### config.mk
export PLATFORM = sky130hd
export DESIGN_NAME = instr_fetch_unit
export DESIGN_NICKNAME = d
export VERILOG_FILES = /design/src/rtl/fetch_pkg.sv /design/src/rtl/sync_fifo.sv /design/src/rtl/instr_fetch_unit.sv
export SDC_FILE = /design/constraint.sdc
export NUM_CORES = 1
export LEC_CHECK = 0
export BUFFER_PORTS_ARGS = -buffer_cell sky130_fd_sc_hd__buf_2
export CAP_MARGIN = 10
export CORE_MARGIN = 2
export CORE_UTILIZATION = 38
export CTS_CLUSTER_SIZE = 40
export DETAILED_ROUTE_END_ITERATION = 16
export PLACE_DENSITY = 0.57
export SYNTH_ARGS = -nofsm -noshare
export SYNTH_HDL_FRONTEND = slang
export SYNTH_SLANG_ARGS = --single-unit
### constraint.sdc
create_clock -name clk -period 7.05 [get_ports clk]
set_input_delay 1.41 -clock clk [delete_from_list [all_inputs] [get_ports clk]]
set_output_delay 1.41 -clock clk [all_outputs]
set_load 0.02 [all_outputs]
### src/rtl/fetch_pkg.sv
// Shared types for the instruction fetch unit: address FSM states and the
// {instruction, pc} record held in the instruction buffer.
package fetch_pkg;

    localparam int unsigned FETCH_ADDR_W = 32;
    localparam int unsigned FETCH_DATA_W = 32;

    typedef enum logic [0:0] {
        FETCH_IDLE,
        FETCH_REQ
    } fetch_state_e;

    typedef struct packed {
        logic [FETCH_DATA_W-1:0] instr;
        logic [FETCH_ADDR_W-1:0] pc;
    } fetch_entry_t;

endpackage

### src/rtl/sync_fifo.sv
// Small synchronous FIFO with occupancy count and a flush that empties it.
// Push into a full FIFO is accepted only when a pop frees the slot in the same cycle.
module sync_fifo #(
    parameter int unsigned WIDTH = 32,
    parameter int unsigned DEPTH = 2
) (
    input  logic                       clk,
    input  logic                       rst_n,
    input  logic                       push,
    input  logic [WIDTH-1:0]           wdata,
    input  logic                       pop,
    input  logic                       flush,
    output logic [WIDTH-1:0]           rdata,
    output logic [$clog2(DEPTH+1)-1:0] count
);

    localparam int unsigned PtrW = (DEPTH > 1) ? $clog2(DEPTH) : 1;
    localparam int unsigned CntW = $clog2(DEPTH + 1);
    localparam logic [PtrW-1:0] LastIdx = PtrW'(DEPTH - 1);

    logic [WIDTH-1:0] mem_q [DEPTH];
    logic [PtrW-1:0]  wr_ptr_q, rd_ptr_q;
    logic [CntW-1:0]  count_q, count_d;
    logic             full, empty, do_push, do_pop;

    assign full    = (count_q == CntW'(DEPTH));
    assign empty   = (count_q == '0);
    assign do_pop  = pop && !empty;
    assign do_push = push && (!full || do_pop);

    always_comb begin
        count_d = count_q;
        if (do_push && !do_pop) begin
            count_d = count_q + CntW'(1);
        end else if (do_pop && !do_push) begin
            count_d = count_q - CntW'(1);
        end
    end

    always_ff @(posedge clk) begin
        if (!rst_n) begin
            wr_ptr_q <= '0;
            rd_ptr_q <= '0;
            count_q  <= '0;
        end else if (flush) begin
            wr_ptr_q <= '0;
            rd_ptr_q <= '0;
            count_q  <= '0;
        end else begin
            if (do_push) begin
                wr_ptr_q <= (wr_ptr_q == LastIdx) ? '0 : wr_ptr_q + PtrW'(1);
            end
            if (do_pop) begin
                rd_ptr_q <= (rd_ptr_q == LastIdx) ? '0 : rd_ptr_q + PtrW'(1);
            end
            count_q <= count_d;
        end
    end

    // Storage is not reset; contents are only observed while count is nonzero.
    always_ff @(posedge clk) begin
        if (do_push && !flush) begin
            mem_q[wr_ptr_q] <= wdata;
        end
    end

    assign rdata = mem_q[rd_ptr_q];
    assign count = count_q;

    assert property (@(posedge clk) disable iff (!rst_n) push |-> (!full || do_pop || flush))
        else $error("sync_fifo overflow");
    assert property (@(posedge clk) disable iff (!rst_n) pop |-> (!empty || flush))
        else $error("sync_fifo underflow");

endmodule

### src/rtl/instr_fetch_unit.sv
// Instruction fetch unit: issues PC fetch addresses on the instruction bus and
// returns PC-tagged instructions to the decoder; a flush drops all older fetches.
module instr_fetch_unit
    import fetch_pkg::*;
#(
    parameter int unsigned DEPTH  = 2,
    parameter int unsigned ADDR_W = FETCH_ADDR_W,
    parameter int unsigned DATA_W = FETCH_DATA_W
) (
    input  logic              clk,
    input  logic              rst_n,
    input  logic [ADDR_W-1:0] pc_i,
    input  logic              pc_valid_i,
    output logic              pc_ready_o,
    input  logic              flush_i,
    output logic              instr_req_o,
    output logic [ADDR_W-1:0] instr_addr_o,
    input  logic              instr_gnt_i,
    input  logic              instr_rvalid_i,
    input  logic [DATA_W-1:0] instr_rdata_i,
    output logic              instr_valid_o,
    output logic [DATA_W-1:0] instr_o,
    output logic [ADDR_W-1:0] instr_pc_o,
    input  logic              instr_ready_i
);

    localparam int unsigned CntW = $clog2(DEPTH + 1);
    localparam int unsigned EntW = $bits(fetch_entry_t);

    fetch_state_e      state_q, state_d;
    logic [ADDR_W-1:0] pc_q, pc_d;
    logic              stale_q, stale_d;
    logic [CntW-1:0]   discard_q, discard_d;
    logic [CntW:0]     discard_sum;
    logic [CntW-1:0]   tag_count, buf_count;
    logic [ADDR_W-1:0] tag_pc;
    logic              req_live, tag_push, rsp_live, buf_pop, credit_ok;
    fetch_entry_t      buf_wdata, buf_rdata;

    // A request raised before a flush stays on the bus; it is live only if not stale.
    assign req_live  = (state_q == FETCH_REQ) && !stale_q;
    assign tag_push  = req_live && instr_gnt_i;
    assign rsp_live  = instr_rvalid_i && (discard_q == '0);
    assign buf_pop   = instr_valid_o && instr_ready_i;
    assign credit_ok = ((CntW+1)'(tag_count) + (CntW+1)'(buf_count)) < (CntW+1)'(DEPTH);

    assign pc_ready_o = rst_n && !flush_i && (state_q == FETCH_IDLE) &&
                        (discard_q == '0) && credit_ok;

    always_comb begin
        state_d = state_q;
        pc_d    = pc_q;
        stale_d = stale_q;
        unique case (state_q)
            FETCH_IDLE: begin
                if (pc_valid_i && pc_ready_o) begin
                    state_d = FETCH_REQ;
                    pc_d    = pc_i;
                    stale_d = 1'b0;
                end
            end
            FETCH_REQ: begin
                if (instr_gnt_i) begin
                    state_d = FETCH_IDLE;
                    stale_d = 1'b0;
                end else if (flush_i) begin
                    stale_d = 1'b1;
                end
            end
            default: state_d = FETCH_IDLE;
        endcase
    end

    // On flush every in-flight response (plus a live pending request) becomes a discard.
    always_comb begin
        discard_sum = (CntW+1)'(discard_q) + (CntW+1)'(tag_count) + (CntW+1)'(req_live) -
                      (CntW+1)'(instr_rvalid_i);
        discard_d   = discard_q;
        if (flush_i) begin
            discard_d = discard_sum[CntW-1:0];
        end else if (instr_rvalid_i && (discard_q != '0)) begin
            discard_d = discard_q - CntW'(1);
        end
    end

    always_ff @(posedge clk) begin
        if (!rst_n) begin
            state_q   <= FETCH_IDLE;
            pc_q      <= '0;
            stale_q   <= 1'b0;
            discard_q <= '0;
        end else begin
            state_q   <= state_d;
            pc_q      <= pc_d;
            stale_q   <= stale_d;
            discard_q <= discard_d;
        end
    end

    sync_fifo #(
        .WIDTH (ADDR_W),
        .DEPTH (DEPTH)
    ) u_tag_fifo (
        .clk   (clk),
        .rst_n (rst_n),
        .push  (tag_push),
        .wdata (pc_q),
        .pop   (rsp_live),
        .flush (flush_i),
        .rdata (tag_pc),
        .count (tag_count)
    );

    assign buf_wdata.instr = instr_rdata_i;
    assign buf_wdata.pc    = tag_pc;

    sync_fifo #(
        .WIDTH (EntW),
        .DEPTH (DEPTH)
    ) u_instr_buf (
        .clk   (clk),
        .rst_n (rst_n),
        .push  (rsp_live),
        .wdata (buf_wdata),
        .pop   (buf_pop),
        .flush (flush_i),
        .rdata (buf_rdata),
        .count (buf_count)
    );

    assign instr_req_o   = (state_q == FETCH_REQ);
    assign instr_addr_o  = {pc_q[ADDR_W-1:2], 2'b00};
    assign instr_valid_o = (buf_count != '0);
    assign instr_o       = instr_valid_o ? buf_rdata.instr : '0;
    assign instr_pc_o    = instr_valid_o ? buf_rdata.pc : '0;

    assert property (@(posedge clk) disable iff (!rst_n) flush_i |-> discard_sum <= (CntW+1)'(DEPTH))
        else $error("discard counter overflow");
    assert property (@(posedge clk) disable iff (!rst_n) rsp_live |-> tag_count != '0)
        else $error("response without outstanding request");

endmodule

==> impl_metrics.yaml <==
cts:
  cts_hold_buffers: 0
  clk_pin_slew_ns: 0.06
  root_buffer: "clkbuf_16"
  numClockSinks: 238
  cts_buffers: 26
  insertion_delay_ns: 0.52
  cts.path.max_buffers: 3
  cts_max_level: 1
  cts_setup_buffers: 0
  cts_tree: "done"
  cts.repair.resized: 0
yosys:
  yosysUniqueCellTypes: 36
  synthCells: 631
  ys_ff_latch: 238
  yosysWarnings: 0
  yosysSeqAreaShare_pct: 72.4
  syn_area_per_cell_um2: 14.6
  syn_area_um2: 9230
routing:
  drc: 0
  detail_route.wirelength_um: 18200
  first_pass_iters: 4
  via_per_inst: 4.64
  wl_per_cell_um: 16.2
  drt-initial-drc-count: 204
  ant_nets: 0
  vias: 5193
global_route:
  grt_pass1_wl_um: 28700
  grtUsageMet2_pct: 25.0
  grt_pass1_vias: 5404
  grt-ovfl-total: 0
  antenna_found_initial: 2
  met3_usage_pct: 3.51
  grt_max_degree: 65
  track_usage_pct: 14.0
  busiest_layer: "met2"
  use_met1_pct: 17.1
setup_path:
  r2r_slack_ns: 4.47
  cp_slowest_cell: "buf_2"
  path_cells: "buf_2, nor4b_4, and3b_1, buf_2"
  slowest_delay_ns: 0.63
  critPathKind: "primary input to output port"
  cpMostUsedCell: "buf_2"
  cp_max_fo: 42
  crit_arrival_ns: 2.76
  endpoint_kind: "output port"
  critPathLaunchType: "primary input"
  required_ns: 5.64
power:
  total_power_uw: 3130
  power_leakage_uw: 0.00428
  irDropWorstVdd_mv: 0.173
  power_density_nw_per_um2: 285
die:
  die_h_um: 160
  row_count: 57
  start_util_pct: 38.3
  dieArea_um2: 25600
  die_x_um: 160
  ios: 170
  placeableCoreArea_um2: 24100
sta:
  fmax_mhz: 240
  post-route-period-util_pct: 59.2
  worst_pin_slew_ns: 1.18
  max_slew_margin_pct: 21.5
  slew_violations: 0
  rsz0062_at_grt: "no"
  setup_viol: 0
  hold_viol: 0
  setup_tns_ns: 0
  clock-skew-final_ns: 0.0166
  min_period_ns: 4.17
finish:
  final_nets: 851
  syn_to_final_growth_pct: 19.3
  drive_gt1_share_pct: 32.1
  nFillCells: 2222
job:
  max-cap-violations: 0
placed_design:
  port_buffers: 167
  place_hpwl_um: 11500
  place_congestion: 0.732
status:
  status: "complete, no violations"
hold_path:
  holdCritPathClass: "flip-flop to flip-flop"
worst max-delay path, delay by kind of cell:
kind	cells	cell delay, ns
buffers and inverters	2	0.79
AND/OR/NAND/NOR	2	0.56
cells by family (layout without fill, tap and decap cells):
family | Yosys count | after routing | share of synthesized area (%)
flops | 238 | 238 | 72.4
simple gates | 194 | 194 | 9.11
mux | 96 | 96 | 10.8
buf+inv | 72 | 234 | 4.58
compound gates | 12 | 12 | 0.868
xor+xnor | 12 | 12 | 1.14
fa+ha+maj | 6 | 6 | 0.976
other cells | 1 | 4 | 0.0406
cell usage in the layout, fill, tap and decap left out, drive strengths merged:
master	synthesis	layout
o21ai	4	4
fa	2	2
clkbuf	6	36
and4b	1	1
nor3b	3	3
a21o	1	1
a21oi	2	2
o21a	1	1
ha	4	4
mux2i	64	64
nand2	66	66
mux2	32	32
edfxtp	192	192
dfxtp	46	46
clkinvlp	0	2
diode	0	2
xnor2	6	6
xor2	6	6
conb	1	2
nand3	36	36
inv	8	9
o211ai	1	1
buf	58	178
nand2b	3	3
nand4b	1	1
a21boi	1	1
nor4b	1	1
nor3	2	2
and2	2	2
clkinv	0	9
a311o	1	1
o211a	1	1
nor2	76	76
and3b	1	1
or3	2	2
worst paths after layout:
check / start / endpoint / cells past startpoint
max: rst_n / pc_ready_o / 4
min: pc_q[1] / u_tag_fifo.mem_q[0][1] / 0
max reg2reg: u_instr_buf.count[1] / u_instr_buf.count[1] / 7
min reg2reg: pc_q[1] / u_tag_fifo.mem_q[0][1] / 0
final cells by class:
class	count	area [µm²]	share of cell area, %
Sequential cell	238	6690	60.8
Multi-Input combinational cell	322	2150	19.5
Timing Repair Buffer	178	918	8.34
Clock buffer	36	728	6.62
Tap cell	324	405	3.68
Clock inverter	12	77.6	0.705
Inverter	8	30.0	0.273
Antenna cell	2	5.00	0.0455
state kept, by name (all words and copies together) (netlist names), 2 cells and up, named ones only:
| name | cells |
|---|---|
| u_tag_fifo.mem_q | 64 |
| discard_q | 2 |
| u_instr_buf.mem_q | 128 |
| u_instr_buf.count | 2 |
| pc_q | 32 |
| u_tag_fifo.count | 2 |
cell usage after synthesis:
cell type / count / share of area (%)
a21oi_1: 2 / 0.11
nand4b_1: 1 / 0.095
or3_1: 2 / 0.14
ha_1: 4 / 0.54
mux2_1: 2 / 0.24
xnor2_1: 6 / 0.57
nor4b_4: 1 / 0.26
and2_1: 2 / 0.14
xor2_1: 6 / 0.57
o211ai_1: 1 / 0.081
mux2i_1: 64 / 6.9
a21o_1: 1 / 0.081
buf_2: 14 / 0.76
fa_1: 2 / 0.43
o21a_1: 1 / 0.081
edfxtp_1: 192 / 62
o211a_1: 1 / 0.11
nor3b_1: 3 / 0.24
and3b_1: 1 / 0.095
and4b_1: 1 / 0.11
dfxtp_1: 46 / 10
o21ai_0: 4 / 0.22
nand3_1: 36 / 2.0
nand2b_1: 3 / 0.20
buf_4: 36 / 2.9
a21boi_0: 1 / 0.081
buf_1: 8 / 0.33
inv_1: 7 / 0.28
nor3_1: 2 / 0.11
inv_2: 1 / 0.041
clkbuf_1: 6 / 0.24
mux2_2: 30 / 3.7
nor2_1: 76 / 3.1
a311o_1: 1 / 0.11
nand2_1: 66 / 2.7
conb_1: 1 / 0.041
metrics by stage:
step / cell area (µm²) / worst slack, ns / util, % / hold WS [ns] / cells
2_1_floorplan: 9230 / 0.146 / - / 0.425 / 632
3_3_place_gp: 10200 / 2.90 / 42.3 / 0.436 / 1070
3_5_place_dp: 10200 / 2.87 / 42.3 / 0.442 / 1070
4_1_cts: 11000 / 2.86 / 45.6 / 0.456 / 1118
5_1_grt: 11000 / 2.78 / 45.6 / 0.470 / 1118
6_report: 11000 / 2.88 / 45.7 / 0.455 / 1120
where the power goes:
part	internal, µW	switching (µW)
combinational	99.0	193
sequential	1560	30.3
clock	724	525
metal layers:
metal,vias to the layer above,wire [µm]
met1,2498,7740
met2,163,8920
met3,21,1290
met4,0,221
li1,2511,-
met5,-,0
No activity file was read; power rests on OpenSTA's default activity.
